[src/rtl/axis_fetch_addr_gen.sv]
// Fetch-address generator: emits a strided address stream on an AXI-Stream
// master port and flushes the downstream FIFO with a one-cycle invalidate
// pulse whenever a redirect loads a new base address.
module axis_fetch_addr_gen #(
    parameter int unsigned TDATA_WIDTH = 32,
    parameter logic [TDATA_WIDTH-1:0] RESET_ADDR = '0,
    parameter logic [TDATA_WIDTH-1:0] STRIDE = TDATA_WIDTH'(4),
    parameter int unsigned CNT_WIDTH = 8
) (
    input  logic                   clk,
    input  logic                   rst,
    input  logic                   redirect_valid,
    input  logic [TDATA_WIDTH-1:0] redirect_addr,
    input  logic                   halt,
    output logic                   mif_tvalid,
    output logic [TDATA_WIDTH-1:0] mif_tdata,
    input  logic                   mif_tready,
    output logic                   invalidate,
    output logic [CNT_WIDTH-1:0]   beat_count
);

    typedef enum logic [1:0] {
        StReset,
        StRun,
        StHalt
    } state_e;

    state_e                 state_q, state_d;
    logic                   tvalid_q, tvalid_d;
    logic [TDATA_WIDTH-1:0] tdata_q, tdata_d;
    logic                   inval_q, inval_d;
    logic [CNT_WIDTH-1:0]   count_q, count_d;
    logic                   handshake;

    assign handshake = tvalid_q & mif_tready;

    // Next-state and next-output computation; redirect overrides address/count updates.
    always_comb begin
        state_d  = state_q;
        tdata_d  = tdata_q;
        count_d  = count_q;
        inval_d  = 1'b0;

        unique case (state_q)
            StReset: begin
                state_d = halt ? StHalt : StRun;
            end
            StRun: begin
                if (handshake) begin
                    tdata_d = tdata_q + STRIDE;
                    if (count_q != '1) begin
                        count_d = count_q + 1'b1;
                    end
                    // A pending beat is never withdrawn: halt is only honoured on acceptance.
                    if (halt) begin
                        state_d = StHalt;
                    end
                end
            end
            StHalt: begin
                state_d = halt ? StHalt : StRun;
            end
            default: state_d = StReset;
        endcase

        // A beat accepted in the redirect cycle is flushed downstream, so it
        // neither advances the address nor counts.
        if (redirect_valid) begin
            tdata_d = redirect_addr;
            count_d = '0;
            inval_d = 1'b1;
        end

        tvalid_d = (state_d == StRun);
    end

    // Registered state and outputs with synchronous reset.
    always_ff @(posedge clk) begin
        if (rst) begin
            state_q  <= StReset;
            tvalid_q <= 1'b0;
            tdata_q  <= RESET_ADDR;
            inval_q  <= 1'b0;
            count_q  <= '0;
        end else begin
            state_q  <= state_d;
            tvalid_q <= tvalid_d;
            tdata_q  <= tdata_d;
            inval_q  <= inval_d;
            count_q  <= count_d;
        end
    end

    assign mif_tvalid = tvalid_q;
    assign mif_tdata  = tdata_q;
    assign invalidate = inval_q;
    assign beat_count = count_q;

endmodule

[config.mk]
export PLATFORM = sky130hd
export DESIGN_NAME = axis_fetch_addr_gen
export DESIGN_NICKNAME = d
export VERILOG_FILES = /design/src/rtl/axis_fetch_addr_gen.sv
export SDC_FILE = /design/constraint.sdc
export NUM_CORES = 1
export LEC_CHECK = 0
export ABC_AREA = 1
export CAP_MARGIN = 25
export CORE_MARGIN = 1.5
export CORE_UTILIZATION = 43
export DETAILED_ROUTE_END_ITERATION = 8
export PLACE_DENSITY = 0.76
export SLEW_MARGIN = 10
export SYNTH_ARGS = -nofsm -noshare
export SYNTH_HDL_FRONTEND = slang
export SYNTH_SLANG_ARGS = --single-unit
[constraint.sdc]
create_clock -name clk -period 1.3 [get_ports clk]
set_input_delay 0.325 -clock clk [delete_from_list [all_inputs] [get_ports clk]]
set_output_delay 0.325 -clock clk [all_outputs]
set_load 0.02 [all_outputs]
==> run metrics <==
worst-case reg-to-reg path depth 9; Hold/Removal Path Class register to register; CTS H-tree depth 2; dpl ws -485 ps; CP Max Fanout 5; DR pass1 iterations 5; initial antenna violation count 0; Final WS setup -179 ps; Leak approximately 1.9 nW; capturing point of the worst reg2reg path mif_tdata[21]$_SDFFE_PP0P_; Antenna Violating Nets Remaining 0; post-detail-place hpwl between 6 and 7 mm; R2R setup slack -180 ps; Least-Margin Pin Slew ~320 ps; unrepaired setup endpoints after global routing yes; final WL 10.2 mm; Buffers on Ports 78; area growth from synthesis to layout 71.6%; CTS buffer count 5; Synth warnings 0; most frequent cells in the layout nand2_1, buf_4, clkdlybuf4s50_1, inv_1, nor2_1; critical hold path startpoint state_q[1]$_SDFF_PP0_; Slew headroom 77.8%; Hold Path Sink mif_tvalid$_SDFF_PP0_; ANT cells 0; chip width around 80 um; first-pass GRT wire length about 14 mm; GRT Util Overall between 20% and 30%; IO Count 79; mux cell area share after synthesis 0%; DRC 0; Nets around 600; sequential cell area fraction in the yosys report ~33%; Initial Utilization between 40% and 50%; WS Path Type register to register; Cells after Synth just over 400; syn_nets ~450; Final period util 114%; CP endpoint kind register; Clock transition at path regs about 90 ps; Post-Synth Simple-Gate Area 40.1%; Die H between 80 and 90 um; Synth Area in Compound Gates 15.2%; GP Congestion around 1; core footprint about 0.0060 mm^2; Fmax just under 700 MHz; Main synth FF type dfxtp_1; Inst Count DP around 600; fraction of registers with async set/reset 0%; non-filler cells, final 641; clk buf depth 2; Post-Synth XOR/XNOR Area under 10%; synthesized cell area roughly 0.0027 mm^2; largest family of logic cells by synthesized area simple AND/OR/NAND/NOR gates; Peak VDD IR 0.504 mV; CP startpoint kind register; Clock Sinks 44; post-synthesis adder-cell area fraction 0.933%; minimum clock period around 1500 ps; status finished, violations left; CTS root buf clkbuf_8; Fin. Hold Viols 0; FF+latch count, synth 44; via count 3439; Initial DRC Count just over 300; Max-Cap Viols 0; Clock Skew roughly 8.3 ps; wire per inst about 16 um; Synth cell types 35; failing checks negative setup slack; vias in the first global route 3087; row count 28; layout cells sized above 1 around 46%; PwrDens between 600 and 700 mW/mm^2; number of enable flip-flop cells after synthesis 0; hold path cells 1; commonest non-fill, non-tap cell in the layout nand2_1; hold_buf cts 0; Worst-Skew Late Latency 300 ps; syn avg cell area about 6.5 um^2; Critical Path AT 1710 ps; R2R Path Start mif_tdata[3]$_SDFFE_PP0P_; Die Footprint 0.00672 mm^2; CP required ~1500 ps; CTS tree built; Final Max Tran Viols 0; Finish-stage setup viols 30; vias per cell approximately 5.4; largest net degree at the start of global routing 17; global route overflow 0
## synth_stat cells (all sizes together), types with 2 or more instances
library cell	n	area share, %
a2111oi	2	0.65
dfxtp	44	33
a22oi	14	3.9
nand4	6	1.4
ha	2	0.93
nand2	121	17
o21ai	11	2.1
xor2	4	1.3
buf	9	2.0
nor2	69	13
a21oi	30	5.6
a31oi	6	1.4
nand3	34	6.8
clkbuf	3	0.42
xnor2	5	1.6
a22o	2	0.65
nor3	4	0.93
a21o	2	0.56
inv	39	5.5
## layer usage
metal  global-route usage (%)  up-vias  wire length (um)
li1                         -     1657                 -
met1                     33.7     1569              4050
met2                     48.7      170              5100
met3                     6.11       43               712
met4                     9.49        0               332
met5                        0        -                 0
## report_power, final
group	leakage [nW]	internal [W]	switching, W	total, W
clock network	0.0445	0.000433	0.000504	0.000937
logic	1.45	0.000386	0.000381	0.000767
registers	0.379	0.00141	0.0000961	0.00151
total	1.88	0.00223	0.000982	0.00321
## logic make-up (layout without fill, tap and decap cells)
kind of cell / after synthesis / after routing
compound gates: 68 / 68
xor+xnor: 9 / 9
fa+ha+maj: 2 / 2
buf+inv: 52 / 205
flops: 44 / 44
simple gates: 237 / 238
## worst max-delay path by stage
stage	startpoint	endpoint	slack [ps]	depth (start not counted)
floorplan	beat_count[1]$_SDFFE_PP0P_	beat_count[4]$_SDFFE_PP0P_	-50	9
global placement	mif_tready	mif_tdata[22]$_SDFFE_PP0P_	-400	7
detailed placement	mif_tready	beat_count[3]$_SDFFE_PP0P_	-490	8
CTS	mif_tdata[2]$_SDFFE_PP0P_	mif_tdata[20]$_SDFFE_PP0P_	-120	9
global route	mif_tdata[2]$_SDFFE_PP0P_	mif_tdata[20]$_SDFFE_PP0P_	-270	9
finish	mif_tdata[3]$_SDFFE_PP0P_	mif_tdata[21]$_SDFFE_PP0P_	-180	9
## flip-flops by register name, indices dropped and copies added (netlist names)
register    cells
beat_count      8
invalidate      1
mif_tdata      32
mif_tvalid      1
state_q         2
## through the flow
step                      cell area, um^2  util, %  hold WS, ps  power (W)  TNS, ps
after floorplan                      2750        -          435    0.00183    -78.0
after global placement               4050     68.0          462    0.00224   -13990
after detailed placement             4050     68.0          473    0.00226   -15900
after CTS                            4410     74.0          486    0.00314     -795
after global routing                 4600     77.3          487    0.00331    -5270
final                                4600     77.3          472    0.00321    -2780
## repair_timing
item / in CTS / in global routing
pin swaps: 21 / 37
setup endpoints to repair: 79 / 67
buffers inserted: 9 / 13
resized for setup: 188 / 92
gates cloned: 1 / 0
## critical path, cell delays in order, from the launching register on
cell and delay, ps:
dfxtp_4 380, buf_4 130, nand2_4 50, nor2_4 160, nand3_4 160, nor2_4 190, nand2_1 70, nand2_1 60
nand3_1 70, a21oi_1 130
## final cells by class
class,instances,area (um^2)
Tap cell,75,93.8
Multi-Input combinational cell,317,1960
Clock buffer,7,86.3
Inverter,40,160
Clock inverter,1,7.51
Sequential cell,44,963
Fill cell,424,1350
Timing Repair Buffer,157,1330
No activity file was read; power rests on OpenSTA's default activity.
